===== config.mk =====
export PLATFORM = sky130hd
export DESIGN_NAME = wash_sequencer_flat
export DESIGN_NICKNAME = d
export VERILOG_FILES = /design/src/rtl/wash_pkg.sv /design/src/rtl/wash_sequencer_if.sv /design/src/rtl/wash_sequencer_btn_edge.sv /design/src/rtl/wash_sequencer.sv /design/src/flat_wrapper.sv
export SDC_FILE = /design/constraint.sdc
export NUM_CORES = 1
export LEC_CHECK = 0
export ABC_AREA = 0
export CAP_MARGIN = 20
export CORE_MARGIN = 2
export CORE_UTILIZATION = 41
export DETAILED_ROUTE_END_ITERATION = 16
export GPL_TIMING_DRIVEN = 0
export PLACE_DENSITY = 0.71
export SYNTH_ARGS = -nofsm -noshare
export SYNTH_HDL_FRONTEND = slang
export SYNTH_SLANG_ARGS = --single-unit

===== constraint.sdc =====
create_clock -name clk -period 1.6 [get_ports clk]
set_clock_uncertainty 0.1 [all_clocks]
set_input_delay 0.4 -clock clk [delete_from_list [all_inputs] [get_ports clk]]
set_output_delay 0.4 -clock clk [all_outputs]
set_load 0.05 [all_outputs]

===== src/rtl/wash_pkg.sv =====
// ============================================================================
// Module      : wash_pkg
// Description : Shared state, phase and timing definitions for the wash
//               program sequencer.
// Revision    : 1.0 - initial release
// ============================================================================
`default_nettype none

package wash_pkg;

    localparam int TIME_W  = 7;
    localparam int TOTAL_T = 21;

    typedef enum logic [2:0] {
        OFF   = 3'd0,
        IDLE  = 3'd1,
        RUN   = 3'd2,
        PAUSE = 3'd3,
        DONE  = 3'd4
    } state_t;

    localparam logic [1:0] PH_WASH  = 2'd0;
    localparam logic [1:0] PH_RINSE = 2'd1;
    localparam logic [1:0] PH_SPIN  = 2'd2;
    localparam logic [1:0] PH_NONE  = 2'd3;

endpackage

`default_nettype wire


===== src/rtl/wash_sequencer_if.sv =====
// ============================================================================
// Module      : wash_sequencer_if
// Description : Control/feedback link between the program sequencer and the
//               countdown timer.
// Revision    : 1.0 - initial release
// ============================================================================
`default_nettype none

interface wash_sequencer_if;
    import wash_pkg::*;

    logic [TIME_W-1:0] rest_time;
    logic              stop;
    logic              dis;
    logic              off_r;
    logic [TIME_W-1:0] next_time;

    modport master (
        output rest_time,
        output stop,
        output dis,
        output off_r,
        input  next_time
    );

    modport slave (
        input  rest_time,
        input  stop,
        input  dis,
        input  off_r,
        output next_time
    );

endinterface

`default_nettype wire


===== src/rtl/wash_sequencer_btn_edge.sv =====
// ============================================================================
// Module      : btn_edge
// Description : Rising-edge detector for a synchronous front-panel level.
// Revision    : 1.0 - initial release
// ============================================================================
`default_nettype none

module btn_edge (
    input  logic clk,
    input  logic rst_n,
    input  logic level,
    output logic pulse
);

    logic r_prev;

    always_ff @(posedge clk or negedge rst_n) begin
        if (!rst_n) begin
            r_prev <= 1'b0;
        end else begin
            r_prev <= level;
        end
    end

    assign pulse = level & ~r_prev;

endmodule

`default_nettype wire


===== src/rtl/wash_sequencer.sv =====
// ============================================================================
// Module      : wash_sequencer
// Description : WASH -> RINSE -> SPIN program sequencer driving the countdown
//               timer, with power/start/pause handling and end buzzer.
// Revision    : 1.0 - initial release
// ============================================================================
`default_nettype none

module wash_sequencer
    import wash_pkg::*;
#(
    parameter int unsigned WASH_T   = 9,
    parameter int unsigned RINSE_T  = 6,
    parameter int unsigned SPIN_T   = 6,
    parameter int unsigned BUZZ_CYC = 8
) (
    input  logic               clk,
    input  logic               rst_n,
    input  logic               power_btn,
    input  logic               start_btn,
    input  logic               pause_btn,
    wash_sequencer_if.master   tmr,
    output logic [1:0]         phase,
    output logic               running,
    output logic               buzzer
);

    localparam logic [TIME_W-1:0] c_wash_t    = TIME_W'(WASH_T);
    localparam logic [TIME_W-1:0] c_rinse_t   = TIME_W'(RINSE_T);
    localparam logic [TIME_W-1:0] c_spin_t    = TIME_W'(SPIN_T);
    localparam int                c_buzz_w    = (BUZZ_CYC > 2) ? $clog2(BUZZ_CYC) : 1;
    localparam logic [c_buzz_w-1:0] c_buzz_last = c_buzz_w'(BUZZ_CYC - 1);

    state_t              r_state;
    state_t              w_state_next;
    logic [TIME_W-1:0]   r_rest_time;
    logic [1:0]          r_phase;
    logic                r_load_skip;
    logic [c_buzz_w-1:0] r_buzz_cnt;

    logic w_power_edge;
    logic w_start_edge;
    logic w_pause_edge;
    logic w_phase_end;
    logic w_off_r;
    logic w_stop;
    logic w_dis;
    logic w_running;
    logic w_buzzer;

    btn_edge u_power_edge (
        .clk   (clk),
        .rst_n (rst_n),
        .level (power_btn),
        .pulse (w_power_edge)
    );

    btn_edge u_start_edge (
        .clk   (clk),
        .rst_n (rst_n),
        .level (start_btn),
        .pulse (w_start_edge)
    );

    btn_edge u_pause_edge (
        .clk   (clk),
        .rst_n (rst_n),
        .level (pause_btn),
        .pulse (w_pause_edge)
    );

    // The cycle after a load the timer still reflects the old rest_time.
    assign w_phase_end = (r_state == RUN) && !r_load_skip && (tmr.next_time == '0);

    always_ff @(posedge clk or negedge rst_n) begin
        if (!rst_n) begin
            r_state <= OFF;
        end else begin
            r_state <= w_state_next;
        end
    end

    always_comb begin
        w_state_next = r_state;
        case (r_state)
            OFF: begin
                if (w_power_edge) w_state_next = IDLE;
            end
            IDLE: begin
                if (w_power_edge)      w_state_next = OFF;
                else if (w_start_edge) w_state_next = RUN;
            end
            RUN: begin
                if (w_power_edge)                          w_state_next = OFF;
                else if (w_phase_end && r_phase == PH_SPIN) w_state_next = DONE;
                else if (w_pause_edge)                     w_state_next = PAUSE;
            end
            PAUSE: begin
                if (w_power_edge)      w_state_next = OFF;
                else if (w_pause_edge) w_state_next = RUN;
            end
            DONE: begin
                if (w_power_edge)                   w_state_next = OFF;
                else if (r_buzz_cnt == c_buzz_last) w_state_next = IDLE;
            end
            default: w_state_next = OFF;
        endcase
    end

    always_comb begin
        w_off_r   = 1'b0;
        w_stop    = 1'b1;
        w_dis     = 1'b0;
        w_running = 1'b0;
        w_buzzer  = 1'b0;
        case (r_state)
            OFF:  w_off_r = 1'b1;
            IDLE: w_dis   = 1'b1;
            RUN: begin
                w_stop    = 1'b0;
                w_running = 1'b1;
            end
            DONE: begin
                w_dis    = 1'b1;
                w_buzzer = 1'b1;
            end
            default: ;
        endcase
    end

    always_ff @(posedge clk or negedge rst_n) begin
        if (!rst_n) begin
            r_rest_time <= '0;
            r_phase     <= PH_NONE;
            r_load_skip <= 1'b0;
            r_buzz_cnt  <= '0;
        end else begin
            r_buzz_cnt <= (r_state == DONE && w_state_next == DONE) ?
                          r_buzz_cnt + 1'b1 : '0;
            if (w_power_edge && r_state != OFF) begin
                r_rest_time <= '0;
                r_phase     <= PH_NONE;
                r_load_skip <= 1'b0;
            end else begin
                case (r_state)
                    OFF: begin
                        if (w_power_edge) begin
                            r_rest_time <= c_wash_t;
                            r_phase     <= PH_WASH;
                            r_load_skip <= 1'b0;
                        end
                    end
                    IDLE: begin
                        r_rest_time <= c_wash_t;
                        r_phase     <= PH_WASH;
                        r_load_skip <= w_start_edge;
                    end
                    RUN: begin
                        if (r_load_skip) begin
                            r_load_skip <= 1'b0;
                        end else if (w_phase_end) begin
                            case (r_phase)
                                PH_WASH: begin
                                    r_phase     <= PH_RINSE;
                                    r_rest_time <= c_rinse_t;
                                    r_load_skip <= 1'b1;
                                end
                                PH_RINSE: begin
                                    r_phase     <= PH_SPIN;
                                    r_rest_time <= c_spin_t;
                                    r_load_skip <= 1'b1;
                                end
                                default: begin
                                    r_phase     <= PH_NONE;
                                    r_rest_time <= '0;
                                end
                            endcase
                        end else begin
                            r_rest_time <= tmr.next_time;
                        end
                    end
                    PAUSE: begin
                        if (w_pause_edge) r_load_skip <= 1'b1;
                    end
                    DONE: begin
                        if (w_state_next == IDLE) begin
                            r_rest_time <= c_wash_t;
                            r_phase     <= PH_WASH;
                        end
                    end
                    default: ;
                endcase
            end
        end
    end

    assign tmr.rest_time = r_rest_time;
    assign tmr.stop      = w_stop;
    assign tmr.dis       = w_dis;
    assign tmr.off_r     = w_off_r;
    assign phase         = r_phase;
    assign running       = w_running;
    assign buzzer        = w_buzzer;

endmodule

`default_nettype wire


===== src/flat_wrapper.sv =====
// flat-port wrapper written by rule: the top's interface ports become plain ports
module wash_sequencer_flat import wash_pkg::*;
#(
    parameter int unsigned WASH_T   = 9,
    parameter int unsigned RINSE_T  = 6,
    parameter int unsigned SPIN_T   = 6,
    parameter int unsigned BUZZ_CYC = 8
)
  (clk, rst_n, power_btn, start_btn, pause_btn, phase, running, buzzer, tmr_rest_time, tmr_stop, tmr_dis, tmr_off_r, tmr_next_time);
  wash_sequencer_if tmr_i ();
  input  logic clk;
  input  logic rst_n;
  input  logic power_btn;
  input  logic start_btn;
  input  logic pause_btn;
  output logic [1:0] phase;
  output logic running;
  output logic buzzer;
  output wire logic [$bits(tmr_i.rest_time)-1:0] tmr_rest_time;
  output wire logic [$bits(tmr_i.stop)-1:0] tmr_stop;
  output wire logic [$bits(tmr_i.dis)-1:0] tmr_dis;
  output wire logic [$bits(tmr_i.off_r)-1:0] tmr_off_r;
  input wire logic [$bits(tmr_i.next_time)-1:0] tmr_next_time;
  assign tmr_rest_time = tmr_i.rest_time;
  assign tmr_stop = tmr_i.stop;
  assign tmr_dis = tmr_i.dis;
  assign tmr_off_r = tmr_i.off_r;
  assign tmr_i.next_time = tmr_next_time;
  wash_sequencer #(.WASH_T(WASH_T), .RINSE_T(RINSE_T), .SPIN_T(SPIN_T), .BUZZ_CYC(BUZZ_CYC)) u_core (.clk(clk), .rst_n(rst_n), .power_btn(power_btn), .start_btn(start_btn), .pause_btn(pause_btn), .tmr(tmr_i), .phase(phase), .running(running), .buzzer(buzzer));
endmodule

# Word level (Yosys, flattened, before mapping)
# Cells that the tools add are included.
word_totals:
  output_inout_bits: 14
  mem_bits_rw: 0
  mem_count: 0
  romBits: 0
  elab_cells: 84
  latch_bits: 0
  register_bits: 19
  in_bits: 12
op_classes:
  n_bitwise: 6
  n_reduce_logical: 17
  addsub: 1
  multipliers: 0
  n_div: 0
  n_eq_ne: 14
  muxes: 38
  magnitude_cmp: 0
  shift: 0
ops:
  columns: ["cell", "count"]
  rows:
  - ["3-bit 2-to-1 mux", 12]
  - ["7-bit 2-to-1 mux", 5]
  - ["7-bit one-hot mux with 4 select lines", 1]
  - ["3-bit one-hot mux with 5 select lines", 1]
  - ["1-bit 2-to-1 mux", 11]
  - ["2-bit 2-to-1 mux", 5]
  - ["5-bit nonzero test", 2]
  - ["3-bit == test, second input constant", 3]
  - ["2-bit one-hot mux with 4 select lines", 1]
  - ["7-bit logical NOT", 1]
  - ["3-bit by 1-bit == test with 1-bit output, second input constant", 2]
  - ["3-bit by 2-bit == test with 1-bit output, second input constant", 2]
  - ["3-bit by 2-bit inequality test with 1-bit output, second input constant", 2]
  - ["3-bit inequality test, second input constant", 2]
  - ["1-bit logical AND", 5]
  - ["5-bit AND reduction", 1]
  - ["1-bit one-hot mux with 4 select lines", 1]
  - ["2-bit one-hot mux with 2 select lines", 1]
  - ["4-bit AND reduction", 1]
  - ["2-bit OR reduction", 2]
  - ["3-bit by 1-bit adder with 3-bit output, second input constant", 1]
  - ["1-bit AND", 3]
  - ["3-bit logical NOT", 1]
  - ["3-bit by 1-bit inequality test with 1-bit output, second input constant", 1]
  - ["other kinds (7)", 9]

# Logic depth before layout (Yosys ltp)
# Gate-level depths: netlist (run 1).
depth:
  depth_word: 11
  mapped_depth: 7

# Cells and area by module
# A second synthesis (run 1) with hierarchy kept.
unflattened:
  hier_cells: 103
  hier_area_um2: 1052.3
modules_own_cells:
  columns: ["mod", "area_each_um2", "cells_each", "seq_area_each_um2", "n_inst"]
  rows:
  - ["wash_sequencer", 935.9, 97, 402.9, 1]
  - ["btn_edge", 38.8, 2, 25.0, 3]

# Worst setup path after synthesis (run 1)
# Ideal clock, no wire load.
synth_timing:
  path_type: "register to register"
  start: "reg u_core.r_state[2]"
  end: "reg u_core.r_phase[1] (netlist: u_core.phase[1])"
  n_path_buf: 1
  arrival_time_ps: 2113
  required_ps: 1420
  path_stages_with_launch: 6
  synth_period_minus_slack_ps: 2293
  setup_time_ps: 80
  path_slack_ps: -693
  path_cell_list: "dfrtp_1 buf_2 nor3_1 a21o_1 a32oi_1 o22a_1"
synth_between:
  elab_chain_cells: 10
synth_lines:
  columns: ["item", "line_no", "source"]
  rows:
  - ["start, declared", "wash_sequencer.sv:34", "state_t r_state;"]
  - ["start signal, assigned", "wash_sequencer.sv:79", "r_state <= w_state_next;"]
  - ["3-bit by 2-bit == test with 1-bit output", "wash_sequencer.sv:73, wash_sequencer.sv:85, wash_sequencer.sv:145", null]
  - ["1-bit logical AND (2 in a row)", "wash_sequencer.sv:73", "assign w_phase_end = (r_state == RUN) && !r_load_skip && (tmr.next_time == '0);"]
  - ["1-bit logical AND", "wash_sequencer.sv:95", "else if (w_phase_end && r_phase == PH_SPIN) w_state_next = DONE;"]
  - ["3-bit 2-to-1 mux", "wash_sequencer.sv:95", null]
  - ["3-bit 2-to-1 mux", "wash_sequencer.sv:94", "if (w_power_edge) w_state_next = OFF;"]
  - ["3-bit one-hot mux with 5 select lines", "wash_sequencer.sv:85", "case (r_state)"]
  - ["3-bit by 1-bit == test with 1-bit output", "wash_sequencer.sv:186", "if (w_state_next == IDLE) begin"]
  - ["3-bit inequality test (no line)", null, null]
  - ["5-bit AND reduction (no line)", null, null]
  - ["end signal, assigned", "wash_sequencer.sv:134", "r_phase <= PH_NONE;"]
  - ["end signal, assigned", "wash_sequencer.sv:174", "r_phase <= PH_NONE;"]
  - ["end signal, assigned", "wash_sequencer.sv:188", "r_phase <= PH_WASH;"]
  - ["end, declared", "wash_sequencer.sv:37", "logic [1:0] r_phase;"]
# Several ways; a longest one is shown, not always the timed one.
# A chain may end at the register's enable or synchronous reset.

# Final worst setup path (run 1)
layout_timing:
  start: "reg u_core.r_state[0]"
  end: "out buzzer"
layout_between:
  elab_chain_cells: 2
layout_lines:
  columns: ["item", "line_no", "source"]
  rows:
  - ["3-bit == test", "wash_sequencer.sv:116", "case (r_state)"]
  - ["1-bit 2-to-1 mux", "wash_sequencer.sv:116", null]
  - ["end, declared", "flat_wrapper.sv:18", "output logic buzzer;"]
# Every way passes these cells.

==> results of run 1 <==
## path summary, 6_finish.rpt
| kind | start | end | slack, ns |
|---|---|---|---|
| setup reg to reg | u_core.r_state[0] | u_core.phase[0] | -0.17 |
| hold / removal | power_btn | u_core.u_power_edge.r_prev | 0.15 |
| max in group asynchronous | rst_n | u_core.r_load_skip | 0.31 |
| hold reg to reg | u_core.r_buzz_cnt[0] | u_core.r_buzz_cnt[0] | 0.36 |
| min in group asynchronous | rst_n | u_core.r_state[2] | 0.49 |
| setup / recovery | u_core.r_state[0] | buzzer | -0.29 |
## per-stage QoR
stage	instances	power (mW)	util (%)	instance area [µm²]	setup slack [ns]
after global routing	190	3.45	72.2	1790	-0.328
after CTS	185	3.08	68.5	1700	-0.276
after floorplan	111	2.05	-	1150	-0.0488
final	190	3.28	72.2	1790	-0.286
after global placement	166	2.51	58.2	1440	-0.678
after detailed placement	166	2.54	58.2	1440	-0.702
## layout make-up
cell class                 instances  area share (%)
sequential                        19            26.9
multi-input combinational         82            40.0
buffer                             6            3.22
inverter                           4            1.54
timing repair buffer              45            24.7
tap                               30            2.10
clock buffer                       3            1.26
clock inverter                     1           0.280
## power by group through the flow
stage               registers (mW)  clock network (mW)  logic [mW]
finish                       0.749               0.254        2.27
global route                 0.766               0.287        2.39
CTS                          0.735               0.260        2.08
detailed placement           0.775                   0        1.76
global placement             0.766                   0        1.75
floorplan                     1.10                   0       0.948
## cells by family (layout without fill, tap and decap cells)
| group | Yosys count | after routing | synth area share (%) |
|---|---|---|---|
| simple gates | 47 | 47 | 24.7 |
| buf+inv | 10 | 59 | 4.17 |
| fa+ha+maj | 2 | 2 | 2.31 |
| flops | 19 | 19 | 44.2 |
| xor+xnor | 2 | 2 | 1.62 |
| compound gates | 31 | 31 | 23.0 |
## state kept, by name, summed over array words and instances, names as in the netlist
name	flops
u_core.r_state	3
u_core.r_load_skip	1
u_core.tmr.rest_time	7
u_core.phase	2
u_core.u_pause_edge.r_prev	1
u_core.r_buzz_cnt	3
u_core.u_power_edge.r_prev	1
u_core.u_start_edge.r_prev	1
## per-layer routing
| layer | global-route usage, % | routed length [µm] | share of wire (%) | vias to the layer above |
|---|---|---|---|---|
| li1 | - | - | - | 503 |
| met1 | 25.4 | 1320 | 40 | 542 |
| met2 | 34.5 | 1720 | 52 | 43 |
| met3 | 2.81 | 184 | 5.6 | 8 |
| met4 | 5.57 | 56 | 1.7 | 0 |
| met5 | 0 | 0 | 0 | - |
## timing repair
| item | in CTS | in global routing |
|---|---|---|
| setup buffers | 15 | 5 |
| resized for setup | 95 | 34 |
| setup endpoints to repair | 29 | 20 |
| hold buffers | 0 | 0 |
| pin swaps | 9 | 12 |
| gates cloned | 0 | 0 |
## cell usage in the layout, fill, tap and decap left out, drive strengths merged, types with 3 or more instances in the layout
| master | count |
|---|---|
| a21oi | 7 |
| nor2 | 5 |
| nor3 | 9 |
| a22o | 3 |
| nor4 | 3 |
| clkdlybuf4s50 | 3 |
| dfrtp | 17 |
| o21ai | 8 |
| nand2 | 11 |
| nand2b | 6 |
| buf | 36 |
| clkbuf | 3 |
| clkdlybuf4s15 | 3 |
| a211oi | 4 |
| dlygate4sd2 | 5 |
| dlymetal6s2s | 3 |
| inv | 4 |
## worst max-delay path: stages, from the launching register on
cell and delay, ns:
dfrtp_2 0.46, nand2b_4 0.17, or2_4 0.26, inv_8 0.06, buf_8 0.13
==> run summary, run 1 <==
Vias per cell: 5.77
Cell Rows: 18
Setup CP Type: register to output port
Syn Area/Cell: 9.74 µm²
R2R depth: 8
Core area: 2480 µm²
Synth top area share: 39.4%
CP startpoint kind: register
Period minus WS final: 1.89 ns
Final hold vios: 0
Fill count: 183
Number of antenna diodes: 0
Share of flip-flops with an asynchronous set or reset: 100%
Post-DRT Antenna Nets: 0
F_max: 0.530 GHz
GP Congestion: 0.890
Final Cycle Share: 118%
Fraction of layout cells with a size suffix above 1: 50.6%
Initial antenna violation count: 0
Pre-antenna DRT Iters: 4
Switch share: 49.2%
Leak: 0.771 nW
Crit path max fanout: 5
Hold crit path type: input port to register
Worst hold stages: 1
Status: finished with violations
CTS tree: built
Failing checks: negative setup slack
Pwr dens: 1830 nW/µm²
Die Y-Extent: 55.4 µm
EDFF count, synth: 0
Vias: 1,096
Max cap viols: 0
Top cells by area, synth: dfrtp_1 39%, dfstp_2 4.9%, nand2_1 3.8%
Final worst slack: -0.286 ns
Tot GR Track Use: 19.8%
Sink Count: 19
First-pass GRT wire length: 4870 µm
Worst rel slew slack: 40.6%
Share of total power in the clock network: 7.8%
Critical path arrival: 1.39 ns
Clock transition at path regs: 0.12 ns
Most frequent cell after synthesis: dfrtp_1
DR WL/cell: 17.2 µm
IO buf count: 25
Maximum number of pins on one net before global-route repair: 20
WHS: 0.155 ns
TritonCTS buffer count: 3
Cells after synthesis: 111
Detailed Route WL: 3280 µm
Synth-to-Final Area Change: 65.4%
GRT overflow: 0
Most common library cells after synthesis: 17 x dfrtp_1, 11 x nand2_1, 8 x nor3_1, 8 x o21ai_0, 7 x a21oi_1
Dominant cell type by area after synthesis: dfrtp_1
Htree depth: 1
Netlist cell types: 38
Ys Warns: 0
Vias in the first global route: 1,020
Setup TNS: -1.68 ns
DP Wirelength: 1890 µm
Starting Density: 43.6%
Skew-Pair Late Insertion Delay: 0.30 ns
Sequential area share after synthesis: 44.2%
Fin. max-slew vios: 0
RSZ-0062 raised after global routing: true
Overall die width: 55.4 µm
Syn nets: 125
Worst VDD drop: 1.16 mV
Flop pwr share: 22.9%
Req. time, crit path: 1.10 ns
Net switching power: 1.61 mW
Iter 0 DRT Violations: 20
Endpoints failing setup: 14
Synthesized flop and latch total: 19
Max clock buf depth: 2
Internal power: 1.66 mW
Post-synth design cell area: 1080 µm²
DIE AREA: 3060 µm²
Critical Path End Type: output port
Slew @ Worst Pin: 0.889 ns
Multi-input logic area: 716 µm²
DRC viols: 0
Top_reg_cell synth: dfrtp_1
# nets final: 175
Reg area: 480 µm²
Combinational power share: 69.4%
I/O pin total: 26
Clock Tree Root: clkbuf_4
Power figures use the tool's default switching activity.
==> run 2: changes to the inputs <==
--- a/config.mk
+++ b/config.mk
@@ -12,6 +12,8 @@
 export DETAILED_ROUTE_END_ITERATION = 16
 export GPL_TIMING_DRIVEN = 0
 export PLACE_DENSITY = 0.71
+export RECOVER_POWER = 50
+export SKIP_CTS_REPAIR_TIMING = 1
 export SYNTH_ARGS = -nofsm -noshare
 export SYNTH_HDL_FRONTEND = slang
 export SYNTH_SLANG_ARGS = --single-unit
==> run 2 against run 1 <==
The flow still finishes with violations (negative setup slack). Sequential power is essentially flat. Wire length shrank 12%. Non-clock buffer count fell by 5. Via count decreased by 7.1%. Register-to-register slack about the same. Setup slack worse by 0.0087 ns. Critical path depth unchanged. Die area unchanged. Critical path type unchanged. Largest cell class unchanged.
==> run summary, run 2 (synthesized netlist as in run 1, its figures left out) <==
Core area: 2480 µm² (unchanged)
Req. time, crit path: 1.10 ns (about the same)
Initial antenna violation count: 0 (unchanged)
First-pass GRT wire length: 4410 µm (was 4870 µm)
Flop pwr share: 24.9% (was 22.9%)
IO buf count: 25 (unchanged)
Fraction of layout cells with a size suffix above 1: 45.2% (was 50.6%)
Clock transition at path regs: 0.11 ns (was 0.12 ns)
Internal power: 1.49 mW (was 1.66 mW)
Maximum number of pins on one net before global-route repair: 20 (unchanged)
DIE AREA: 3060 µm² (unchanged)
GP Congestion: 0.890 (unchanged)
DP Wirelength: 1890 µm (unchanged)
Endpoints failing setup: 13 (was 14)
Worst VDD drop: 1.24 mV (was 1.16 mV)
Vias per cell: 5.50 (was 5.77)
I/O pin total: 26 (unchanged)
Leak: 0.754 nW (was 0.771 nW)
WHS: 0.297 ns (was 0.155 ns)
Clock Tree Root: clkbuf_4 (unchanged)
GRT overflow: 0 (unchanged)
Switch share: 50.4% (was 49.2%)
Most frequent cells in the layout: 15 x dfrtp_1, 13 x buf_4, 11 x buf_6, 11 x nand2_1, 7 x clkbuf_2 (was 17 x buf_4, 15 x dfrtp_1, 9 x buf_6, 6 x a21oi_1, 6 x nand2_1)
Max clock buf depth: 2 (unchanged)
Pre-antenna DRT Iters: 4 (unchanged)
Critical Path End Type: output port (unchanged)
Combinational power share: 66.5% (was 69.4%)
Starting Density: 43.6% (unchanged)
Max reg flops: 7 (unchanged)
Overall die width: 55.4 µm (unchanged)
Skew-Pair Late Insertion Delay: 0.31 ns (was 0.30 ns)
DR WL/cell: 15.5 µm (was 17.2 µm)
Iter 0 DRT Violations: 27 (was 20)
Cell Rows: 18 (unchanged)
DRC viols: 0 (unchanged)
Finished Layout Cells: 185 (was 190)
Vias: 1,018 (was 1,096)
Hold crit path type: input port to register (unchanged)
Placed instance count: 166 (unchanged)
Core Util, Final: 68.8% (was 72.2%)
Critical path arrival: 1.40 ns (was 1.39 ns)
Status: finished with violations (unchanged)
Most common cell after layout, fill and taps aside: dfrtp_1 (was buf_4)
Number of antenna diodes: 0 (unchanged)
Post-DRT Antenna Nets: 0 (unchanged)
Slew @ Worst Pin: 0.872 ns (was 0.889 ns)
Sink Count: 19 (unchanged)
# nets final: 170 (was 175)
Crit path max fanout: 5 (unchanged)
Worst rel slew slack: 41.7% (was 40.6%)
Failing checks: negative setup slack (unchanged)
Vias in the first global route: 937 (was 1,020)
Setup CP Type: register to output port (unchanged)
Fin. max-slew vios: 0 (unchanged)
Max cap viols: 0 (unchanged)
Share of total power in the clock network: 8.5% (was 7.8%)
Tot GR Track Use: 17.7% (was 19.8%)
TritonCTS buffer count: 3 (unchanged)
Net switching power: 1.52 mW (was 1.61 mW)
Htree depth: 1 (unchanged)
Pwr dens: 1770 nW/µm² (was 1830 nW/µm²)
Synth-to-Final Area Change: 57.6% (was 65.4%)
Final hold vios: 0 (unchanged)
Period minus WS final: 1.90 ns (was 1.89 ns)
CP startpoint kind: register (unchanged)
Detailed Route WL: 2880 µm (was 3280 µm)
RSZ-0062 raised after global routing: true (unchanged)
Final Cycle Share: 118% (about the same)
CTS tree: built (unchanged)
F_max: 0.528 GHz (was 0.530 GHz)
Final worst slack: -0.295 ns (was -0.286 ns)
Die Y-Extent: 55.4 µm (unchanged)
Setup TNS: -1.72 ns (was -1.68 ns)
==> run 2: changes by cell type in the layout (fill, tap and decap cells not counted), moves of 3 or more <==
cell / previous run / this run
clkbuf_2: 0 / 7
dlygate4sd2_1: 5 / 0
nand2_1: 6 / 11
nand2_2: 5 / 0
buf_4: 17 / 13
buf_2: 4 / 1
buf_8: 5 / 2
clkdlybuf4s15_2: 3 / 0
dlygate4sd3_1: 0 / 3
==> run 2: per-stage QoR <==
step           power, mW  area, µm²  setup slack (ns)
6_report            3.01       1700            -0.295
5_1_grt             3.18       1700            -0.345
4_1_cts             2.80       1470            -0.980
3_5_place_dp        2.54       1440            -0.702
3_3_place_gp        2.51       1440            -0.678
2_1_floorplan       2.05       1150           -0.0488
==> run 2: layout make-up <==
class                           count  area (µm²)
Fill cell                         187         773
Multi-Input combinational cell     82         707
Sequential cell                    19         480
Timing Repair Buffer               40         368
Buffer                              6        53.8
Tap cell                           30        37.5
Inverter                            4        30.0
Clock buffer                        3        22.5
Clock inverter                      1        5.00
==> run 2: path summary, 6_finish.rpt <==
| kind | start | cells past startpoint | to | slack [ns] |
|---|---|---|---|---|
| max | u_core.r_state[0] | 4 | buzzer | -0.30 |
| min | power_btn | 1 | u_core.u_power_edge.r_prev | 0.30 |
| max reg2reg | u_core.r_state[0] | 8 | u_core.phase[0] | -0.16 |
| min reg2reg | u_core.tmr.rest_time[1] | 2 | u_core.tmr.rest_time[1] | 0.39 |
| max in group asynchronous | rst_n | 1 | u_core.r_load_skip | 0.27 |
| min in group asynchronous | rst_n | 1 | u_core.tmr.rest_time[0] | 0.54 |
==> run 2: layer usage <==
| layer | wire [µm] | track usage [%] |
|---|---|---|
| met1 | 1250 | 23.6 |
| met2 | 1440 | 29.3 |
| met3 | 132 | 2.81 |
| met4 | 49 | 5.57 |
| met5 | 0 | 0 |
==> run 2: power groups by stage <==
stage | combinational [mW] | sequential (mW) | clock [mW]
6_report | 2.00 | 0.751 | 0.257
5_1_grt | 2.12 | 0.767 | 0.292
4_1_cts | 1.77 | 0.767 | 0.260
3_5_place_dp | 1.76 | 0.775 | 0
3_3_place_gp | 1.75 | 0.766 | 0
2_1_floorplan | 0.948 | 1.10 | 0
==> run 2: worst max-delay path, stage by stage, from the launching register on <==
cell and delay (ns):
dfrtp_2 0.45, nand2b_4 0.16, or2_4 0.28, inv_8 0.06, buf_8 0.13
==> run 3: changes to the inputs <==
--- a/config.mk
+++ b/config.mk
@@ -9,11 +9,13 @@
 export CAP_MARGIN = 20
 export CORE_MARGIN = 2
 export CORE_UTILIZATION = 41
+export CTS_CLUSTER_SIZE = 24
 export DETAILED_ROUTE_END_ITERATION = 16
 export GPL_TIMING_DRIVEN = 0
 export PLACE_DENSITY = 0.71
 export RECOVER_POWER = 50
 export SKIP_CTS_REPAIR_TIMING = 1
+export SLEW_MARGIN = 20
 export SYNTH_ARGS = -nofsm -noshare
 export SYNTH_HDL_FRONTEND = slang
 export SYNTH_SLANG_ARGS = --single-unit
==> results of run 3 <==
Same layout as run 2: the final DEF is identical, and so are final timing and power.
